### src/rtl/hbm_tg_pkg.sv
// Shared types and constants for the HBM traffic-generator write path.
package hbm_tg_pkg;

  localparam int CNT_W = 32;

  localparam logic [1:0] AXI_RESP_OKAY   = 2'b00;
  localparam logic [1:0] AXI_RESP_EXOKAY = 2'b01;
  localparam logic [1:0] AXI_RESP_SLVERR = 2'b10;
  localparam logic [1:0] AXI_RESP_DECERR = 2'b11;

  typedef enum logic [1:0] {
    ST_IDLE = 2'd0,
    ST_RUN  = 2'd1,
    ST_DONE = 2'd2,
    ST_TOUT = 2'd3
  } wr_state_e;

  // The engine never issues exclusive accesses, so anything but OKAY is an error.
  function automatic logic is_err_resp(input logic [1:0] resp);
    logic err;
    case (resp)
      AXI_RESP_OKAY:   err = 1'b0;
      AXI_RESP_EXOKAY,
      AXI_RESP_SLVERR,
      AXI_RESP_DECERR: err = 1'b1;
      default:         err = 1'b1;
    endcase
    return err;
  endfunction

endpackage

### src/rtl/hbm_credit_ctr.sv
// Saturating 8-bit up/down counter tracking AW bursts awaiting a B response.
module hbm_credit_ctr #(
  parameter int LIMIT = 64
) (
  input  logic       clk,
  input  logic       rst_n,
  input  logic       inc,
  input  logic       dec,
  output logic [7:0] count,
  output logic       at_limit,
  output logic       underflow
);

  localparam logic [7:0] LIMIT_C = 8'(LIMIT);

  assign at_limit  = (count >= LIMIT_C);
  assign underflow = dec & ~inc & (count == 8'd0);

  // Count up on inc, down on dec; simultaneous inc/dec cancel; clamp at both ends.
  always_ff @(posedge clk) begin
    // NOTE: sequential state is always assigned with <= so every flop samples pre-edge values.
    if (!rst_n) begin
      count <= 8'd0;
    end else if (inc && !dec && count != 8'hFF) begin
      count <= count + 8'd1;
    end else if (dec && !inc && count != 8'd0) begin
      count <= count - 8'd1;
    end
  end

endmodule

### src/rtl/hbm_write_resp_monitor.sv
// Closes each write test: consumes the B channel, throttles AW issue by credit,
// classifies responses, times the run and reports done/timeout status.
module hbm_write_resp_monitor
  import hbm_tg_pkg::*;
#(
  parameter int ENGINE_ID       = 0,
  parameter int ID_WIDTH        = 5,
  parameter int EXP_BID         = 0,
  parameter int MAX_OUTSTANDING = 64,
  parameter int TIMEOUT_CYCLES  = 65535
) (
  input  logic                clk,
  input  logic                rst_n,
  input  logic                start_write,
  input  logic [31:0]         write_ops,
  input  logic                aw_fire,
  input  logic                m_axi_BVALID,
  input  logic [1:0]          m_axi_BRESP,
  input  logic [ID_WIDTH-1:0] m_axi_BID,
  output logic                m_axi_BREADY,
  output logic                aw_stall,
  output logic [7:0]          outstanding,
  output logic                busy,
  output logic                done,
  output logic                done_pulse,
  output logic                timeout,
  output logic [CNT_W-1:0]    resp_count,
  output logic [CNT_W-1:0]    err_count,
  output logic [1:0]          first_err_resp,
  output logic [ID_WIDTH-1:0] first_err_id,
  output logic [CNT_W-1:0]    cycle_count,
  output logic                proto_err,
  output logic [7:0]          status_engine_id
);

  localparam logic [ID_WIDTH-1:0] EXP_BID_C = ID_WIDTH'(EXP_BID);
  localparam logic [CNT_W-1:0]    TOUT_C    = CNT_W'(TIMEOUT_CYCLES);

  wr_state_e        state, nxt;
  logic [CNT_W-1:0] write_ops_r;
  logic [CNT_W-1:0] idle_cnt;
  logic             b_fire;
  logic             resp_err;
  logic             in_run;
  logic             resp_last;
  logic             idle_hit;
  logic             underflow;

  // The B channel is always accepted so a misbehaving engine can never hang the bus.
  assign m_axi_BREADY     = 1'b1;
  assign b_fire           = m_axi_BVALID & m_axi_BREADY;
  assign resp_err         = is_err_resp(m_axi_BRESP) || (m_axi_BID != EXP_BID_C);
  assign in_run           = (state == ST_RUN);
  assign resp_last        = b_fire && ((resp_count + 32'd1) == write_ops_r);
  assign idle_hit         = (TIMEOUT_CYCLES != 0) && !aw_fire && !b_fire &&
                            (outstanding != 8'd0) && ((idle_cnt + 32'd1) == TOUT_C);
  assign status_engine_id = 8'(ENGINE_ID);

  // The credit count is bus state, so a restart does not clear it.
  hbm_credit_ctr #(
    .LIMIT(MAX_OUTSTANDING)
  ) u_credit (
    .clk      (clk),
    .rst_n    (rst_n),
    .inc      (aw_fire),
    .dec      (b_fire),
    .count    (outstanding),
    .at_limit (aw_stall),
    .underflow(underflow)
  );

  // Next-state decode; start_write overrides every state.
  always_comb begin
    // NOTE: nxt gets a default first so no path through this block can infer a latch.
    nxt = state;
    if (start_write) begin
      nxt = ST_RUN;
    end else if (state == ST_RUN) begin
      if (write_ops_r == '0 || resp_last) nxt = ST_DONE;
      else if (idle_hit)                  nxt = ST_TOUT;
    end
  end

  // State, registered status outputs and run counters.
  always_ff @(posedge clk) begin
    if (!rst_n) begin
      state          <= ST_IDLE;
      busy           <= 1'b0;
      done           <= 1'b0;
      done_pulse     <= 1'b0;
      timeout        <= 1'b0;
      proto_err      <= 1'b0;
      write_ops_r    <= '0;
      idle_cnt       <= '0;
      resp_count     <= '0;
      err_count      <= '0;
      cycle_count    <= '0;
      first_err_resp <= '0;
      first_err_id   <= '0;
    end else begin
      state      <= nxt;
      busy       <= (nxt == ST_RUN);
      done       <= (nxt == ST_DONE) || (nxt == ST_TOUT);
      done_pulse <= in_run && ((nxt == ST_DONE) || (nxt == ST_TOUT));
      if (start_write) begin
        write_ops_r    <= write_ops;
        idle_cnt       <= '0;
        resp_count     <= '0;
        err_count      <= '0;
        cycle_count    <= '0;
        first_err_resp <= '0;
        first_err_id   <= '0;
        timeout        <= 1'b0;
        proto_err      <= 1'b0;
      end else begin
        if (in_run && nxt == ST_TOUT) timeout <= 1'b1;
        if (b_fire && (!in_run || underflow)) proto_err <= 1'b1;
        if (in_run) begin
          cycle_count <= cycle_count + 32'd1;
          idle_cnt    <= (aw_fire || b_fire) ? '0 : idle_cnt + 32'd1;
          if (b_fire) begin
            resp_count <= resp_count + 32'd1;
            if (resp_err) begin
              err_count <= err_count + 32'd1;
              if (err_count == '0) begin
                first_err_resp <= m_axi_BRESP;
                first_err_id   <= m_axi_BID;
              end
            end
          end
        end
      end
    end
  end

endmodule

### config.mk
export PLATFORM = sky130hd
export DESIGN_NAME = hbm_write_resp_monitor
export DESIGN_NICKNAME = d
export VERILOG_FILES = /design/src/rtl/hbm_tg_pkg.sv /design/src/rtl/hbm_credit_ctr.sv /design/src/rtl/hbm_write_resp_monitor.sv
export SDC_FILE = /design/constraint.sdc
export NUM_CORES = 1
export LEC_CHECK = 0
export CORE_MARGIN = 3
export CORE_UTILIZATION = 58
export DETAILED_ROUTE_END_ITERATION = 6
export GPL_TIMING_DRIVEN = 0
export PLACE_DENSITY_LB_ADDON = 0.2
export REMOVE_ABC_BUFFERS = 1
export SYNTH_ARGS = -nofsm -noshare
export SYNTH_HDL_FRONTEND = slang
export SYNTH_SLANG_ARGS = --single-unit
### constraint.sdc
create_clock -name clk -period 6.26 [get_ports clk]
set_clock_uncertainty 0.15 [all_clocks]
set_input_delay 1.878 -clock clk [delete_from_list [all_inputs] [get_ports clk]]
set_output_delay 1.878 -clock clk [all_outputs]
set_load 0.05 [all_outputs]
==> impl_metrics.tcl, run 1 <==
set metrics [dict create \
    crit_chain "clkdlybuf4s50_1 -> nand3b_1 -> a2111oi_0 -> nand4_1 -> nor2_1 -> and3_1 -> nand3_1 -> xor2_1 -> nor2_1" \
    clk_latency_ns 0.43 \
    drv_cap 0 \
    start_util_pct 59.5 \
    reg2reg_slack_ns 2.30 \
    numCtsBuffers 17 \
    first_global_vias 8439 \
    synth_seq_area_share_pct 36.7 \
    status "complete, no violations" \
    path_common_cell "nor2_1" \
    avgSynthCellArea_um2 8.15 \
    end_kind "flip-flop" \
    clkTransAtPathRegs_ns 0.07 \
    crit_family "simple AND/OR/NAND/NOR gates" \
    ios 170 \
    wl_per_cell_um 15.7 \
    ctsResizeCount 0 \
    maxClockFrequency_mhz 178 \
    port_buffers 160 \
    max_slew_margin_pct 14.2 \
    antenna_cells 0 \
    fp.coreArea_mm2 0.0167 \
    timing.final.ws_setup_ns 0.649 \
    hold_viol 0 \
    nNetsFinal 1385 \
    min-delay-start "timeout$_SDFFE_PP0P_" \
    die_y_um 137 \
    routed_wirelength_um 24500 \
    worst-path-buf-inv 1 \
    critPathMaxStageDelay_ns 1.09 \
    p_sw_uw 815 \
    grt_max_degree 74 \
    rsz0062_at_grt "no" \
    path_class "in2reg" \
    slowest_stage "a2111oi_0" \
    worst_ep_required_time_ns 6.40 \
    synth_seq_cells 182 \
    intPower_mw 1.95 \
    synth_cells 1218 \
    powerDensity_mw_per_mm2 229 \
    htreeDepth 4 \
    vias_per_cell 5.86 \
    min_path_type "reg2reg" \
    synth_cell_type_count 67 \
    track_usage_pct 26.1 \
    power.leakage_nw 4.14 \
    period_needed_ns 5.61 \
    postRouteAntennaNets 0 \
    setup_viol 0 \
    rows 47 \
    ys_warn_count 0 \
    syn_to_final_growth_pct 21.5 \
    cts.sinks 182 \
    cp-start-kind "input pin" \
    clockBufferDepth 2 \
    vias 9154 \
    cts_root_buf "clkbuf_16" \
    gp_congestion 0.919 \
    route.detailed.drc 0 \
    stdcell_area_mm2 0.0121 \
    synthArstFlopShare_pct 0 \
    timing.setup.tns_ns 0 \
    drv_slew 0 \
    switching_share_pct 29.5 \
    cts_post_setup_buffers_inserted 0 \
    seq_power_share_pct 44.7 \
    hold_buffers 0 \
    grt_pass1_wl_um 40400 \
    vdd_drop_max_v 0.000273 \
    combinationalPowerShare_pct 16.7 \
    dp_slack_ns 0.246 \
    die_area_mm2 0.0187 \
    worstMarginPinSlew_ns 1.28 \
    clockPowerShare_pct 38.6 \
    totalPowerFinal_mw 2.76 \
    syn_area_mm2 0.00993 \
    place_area_mm2 0.0115 \
    first_pass_iters 5 \
    dpl.cell_count 1529 \
    cts_tree "done" \
    grt_antenna_before_repair 1 \
    stdcell_count 1561 \
    synth-edff-count 0 \
    drive_gt1_share_pct 3.73 \
    first_iter_violations 695 \
    crit_fanout 21 \
    startpoint "m_axi_BVALID" \
    worstPathArrival_ns 5.76 \
    die_w_um 137 \
    dpl.hpwl_um 17300 \
    synth_top_flop_cell "dfxtp_1" \
    gr-total-overflow 0 \
    fin_crit_sh_pct 89.6 \
    r2r-start "idle_cnt[1]$_SDFFE_PP0N_" \
]
## kinds of logic (layout without fill, tap and decap cells)
kind of cell / Yosys count / in the layout / synth area share (%)
AO/OA/AOI/OAI: 171 / 171 / 10.4
XOR/XNOR: 140 / 140 / 12.3
adder cells (fa/ha/maj): 13 / 13 / 1.71
buffers and inverters: 96 / 212 / 4.79
flip-flops: 182 / 182 / 36.7
multiplexers: 52 / 52 / 5.24
other: 2 / 9 / 0.0756
AND/OR/NAND/NOR: 562 / 562 / 28.8
## registers in the layout (all words and copies together) (netlist names), 2 cells and up
signal / flops
state: 2
idle_cnt: 32
err_count: 32
u_credit.count: 8
first_err_id: 5
first_err_resp: 2
write_ops_r: 32
cycle_count: 32
resp_count: 32
## layout make-up
class                           count  area, µm²
Inverter                           17       63.8
Sequential cell                   182       3640
Fill cell                        1341       4630
Tap cell                          220        275
Multi-Input combinational cell    947       5850
Clock inverter                     15        158
Timing Repair Buffer              163       1650
Clock buffer                       17        425
## power groups by stage
stage | logic [mW] | clock network (mW) | registers (mW)
3_3_place_gp | 0.447 | 0 | 1.26
4_1_cts | 0.463 | 1.08 | 1.24
2_1_floorplan | 0.249 | 0 | 1.32
6_report | 0.462 | 1.07 | 1.24
3_5_place_dp | 0.459 | 0 | 1.26
5_1_grt | 0.501 | 1.12 | 1.24
## cell usage in the layout, fill, tap and decap left out, types with 3 or more instances in the layout
cell type / instances
nor3_1: 31
mux2i_1: 52
nand2_1: 96
a22oi_1: 7
clkbuf_16: 17
inv_1: 17
or2_2: 4
a31oi_1: 9
nand3_1: 53
a2111oi_0: 4
clkdlybuf4s50_1: 158
dfxtp_1: 182
a21o_1: 5
or3_1: 18
nor2_1: 166
nand2b_1: 3
inv_6: 7
and4_1: 9
nor3b_1: 4
xor2_1: 70
a21oi_1: 61
nand4_1: 41
o211ai_1: 3
inv_8: 3
o31ai_1: 3
or4_1: 5
a311oi_1: 3
xnor2_1: 70
nand3b_1: 4
and3_1: 25
ha_1: 12
nor2b_1: 42
and2_1: 6
nor4_1: 36
conb_1: 9
o21bai_1: 3
o21ai_0: 56
## metrics by stage
step / utilization [%] / hold WS [ns]
after floorplan: - / 0.295
after global placement: 68.4 / 0.287
after detailed placement: 68.8 / 0.288
after CTS: 72.3 / 0.308
after global routing: 72.3 / 0.349
final: 72.3 / 0.304
## routing by layer
layer	up-vias	routed length (µm)	track usage, %
li1	4484	-	-
met1	4291	10800	35.3
met2	330	11400	41.8
met3	47	1820	5.26
met4	2	444	8.92
met5	-	18	0
## worst paths after layout
path                                                   end  cells past startpoint
worst max-delay path            err_count[28]$_SDFFE_PP0P_                      9
worst min-delay path                  timeout$_SDFFE_PP0P_                      2
worst max register to register       done_pulse$_SDFF_PN0_                      9
worst min register to register        timeout$_SDFFE_PP0P_                      2
## cells in the mapped netlist, types with 5 or more instances
master	n	area [µm²]
nand2_1	96	360
nor2b_1	43	269
nand4_1	41	257
a22oi_1	7	52.6
xor2_1	70	613
dfxtp_1	182	3640
clkbuf_1	47	176
nor4_1	36	225
buf_6	6	67.6
mux2i_1	52	521
and4_1	9	78.8
nor3_1	31	155
o21ai_0	56	280
a21o_1	5	37.5
a31oi_1	9	56.3
inv_1	17	63.8
nand3_1	53	265
ha_1	12	150
buf_4	14	105
buf_2	8	40.0
or3_1	18	113
and2_1	6	37.5
xnor2_1	70	613
and3_1	25	156
nor2_1	166	623
a21oi_1	61	305
or4_1	5	37.5
## worst register-to-register path: stages (launching register included)
cell	delay [ns]
dfxtp_1	0.43
ha_1	0.40
nand3_1	0.17
nor3_1	1.00
and4_1	0.45
xnor2_1	0.16
nand4_1	0.13
nor4_1	0.29
nand3_1	0.23
a211oi_1	0.42
No activity file was read; power rests on OpenSTA's default activity.
==> inputs of run 2 (changes only) <==
--- a/config.mk
+++ b/config.mk
@@ -5,7 +5,8 @@
 export SDC_FILE = /design/constraint.sdc
 export NUM_CORES = 1
 export LEC_CHECK = 0
-export CORE_MARGIN = 3
+export ABC_CLOCK_PERIOD_IN_PS = 6260
+export CORE_MARGIN = 10
 export CORE_UTILIZATION = 58
 export DETAILED_ROUTE_END_ITERATION = 6
 export GPL_TIMING_DRIVEN = 0
==> run 2 against run 1 <==
Compared with the run above: cell area is essentially flat; first-iteration DRC count grew 11%; critical path type unchanged; routed wire length increased by 6.0%; worst setup slack lost 0.18 ns.
==> impl_metrics.tcl, run 2 (synthesis gave the netlist of run 1 again) <==
set metrics [dict create \
    status "complete, no violations" \
    ios 170 \
    dpl.hpwl_um 18500 \
    fill_cells 1362 \
    port_buffers 160 \
    timing.final.ws_setup_ns 0.470 \
    min-delay-start "timeout$_SDFFE_PP0P_" \
    worst_ep_required_time_ns 6.43 \
    powerDensity_mw_per_mm2 228 \
    power.leakage_nw 4.13 \
    grt_max_degree 82 \
    worst-path-buf-inv 1 \
    totalPowerFinal_mw 2.75 \
    mostFrequentLayoutCells "dfxtp_1, nor2_1, clkdlybuf4s50_1" \
    gp_congestion 0.897 \
    clkTransAtPathRegs_ns 0.07 \
    crit_fanout 21 \
    track_usage_pct 22.3 \
    nNetsFinal 1385 \
    drv_slew 0 \
    wl_per_cell_um 16.6 \
    htreeDepth 4 \
    fp.coreArea_mm2 0.0167 \
    dp_slack_ns 0.0878 \
    vdd_drop_max_v 0.000302 \
    cts_post_setup_buffers_inserted 0 \
    regArea_mm2 0.00364 \
    cp-start-kind "input pin" \
    first_iter_violations 773 \
    r2r-start "state[1]$_SDFF_PN0_" \
    numCtsBuffers 17 \
    first_global_vias 8639 \
    grt_antenna_before_repair 0 \
    period_needed_ns 5.79 \
    die_w_um 151 \
    antenna_cells 0 \
    multi_input_area_mm2 0.00585 \
    gr-total-overflow 0 \
    drv_cap 0 \
    rows 47 \
    worstPathArrival_ns 5.96 \
    rsz0062_at_grt "no" \
    first_pass_iters 7 \
    max_slew_margin_pct 20.2 \
    vias_per_cell 5.86 \
    end_kind "flip-flop" \
    postRouteAntennaNets 0 \
    timing.hold.ws_ns 0.301 \
    path_common_cell "nor2_1" \
    final_util_pct 72.2 \
    routed_wirelength_um 26000 \
    drive_gt1_share_pct 3.73 \
    clockBufferDepth 2 \
    crit_chain "clkdlybuf4s50_1 -> nand3b_1 -> a2111oi_0 -> nand4_1 -> nor2_1 -> and3_1 -> nand3_1 -> xor2_1 -> nor2_1" \
    grt_pass1_wl_um 42200 \
    vias 9140 \
    start_util_pct 59.5 \
    path_class "in2reg" \
    syn_to_final_growth_pct 21.4 \
    crit_family "simple AND/OR/NAND/NOR gates" \
    timing.setup.tns_ns 0 \
    ctsResizeCount 0 \
    route.detailed.drc 0 \
    worstMarginPinSlew_ns 1.19 \
    fin_crit_sh_pct 92.5 \
    maxClockFrequency_mhz 173 \
    cts_tree "done" \
    setup_viol 0 \
    cts.sinks 182 \
    final_common_cell "dfxtp_1" \
    min_path_type "reg2reg" \
    hold_viol 0 \
    slowest_stage "a2111oi_0" \
    clk_latency_ns 0.44 \
    startpoint "m_axi_BVALID" \
    die_area_mm2 0.0228 \
    hold_buffers 0 \
    die_y_um 151 \
    cts_root_buf "clkbuf_16" \
    critPathMaxStageDelay_ns 1.20 \
]
run 2: cell count changes in the layout (fill, tap and decap cells not counted), sizes merged:
cell / previous run / this run
inv: 27 / 22
clkinvlp: 2 / 4
clkinv: 2 / 5
run 2: final cells by class:
cell class,count,area share [%]
clock inverter,15,1.22
tap,220,2.28
clock buffer,17,3.53
timing repair buffer,163,13.7
multi-input combinational,947,48.5
inverter,17,0.529
sequential,182,30.2
run 2: worst reg2reg max path: cells and delay by family (launching register included):
family | cells | cell delay [ns]
flip-flops | 1 | 0.35
AO/OA/AOI/OAI | 1 | 1.21
XOR/XNOR | 1 | 0.15
AND/OR/NAND/NOR | 6 | 2.10
run 2: report_power, final:
part	total (mW)	switching [mW]	internal, mW
clock network	1.05	0.496	0.558
logic	0.463	0.272	0.191
registers	1.24	0.0461	1.19
total	2.75	0.814	1.94
run 2: metrics by stage:
stage | area, µm² | instances
after floorplan | 9550 | 1146
final | 12100 | 1561
after detailed placement | 11500 | 1529
after global placement | 11400 | 1526
after CTS | 12100 | 1561
after global routing | 12100 | 1561
run 2: path summary, 6_finish.rpt:
check                           cells after the start  slack (ns)                          to
worst max-delay path                                9        0.47  err_count[28]$_SDFFE_PP0P_
worst min-delay path                                2        0.30        timeout$_SDFFE_PP0P_
worst min register to register                      2        0.30        timeout$_SDFFE_PP0P_
worst max register to register                      8        2.20  err_count[28]$_SDFFE_PP0P_
run 2: per-layer routing:
layer  wire length, µm  track usage [%]
met1             11300             28.5
met2             11800             35.9
met3              2470             5.79
met4               429             7.31
met5                 0                0
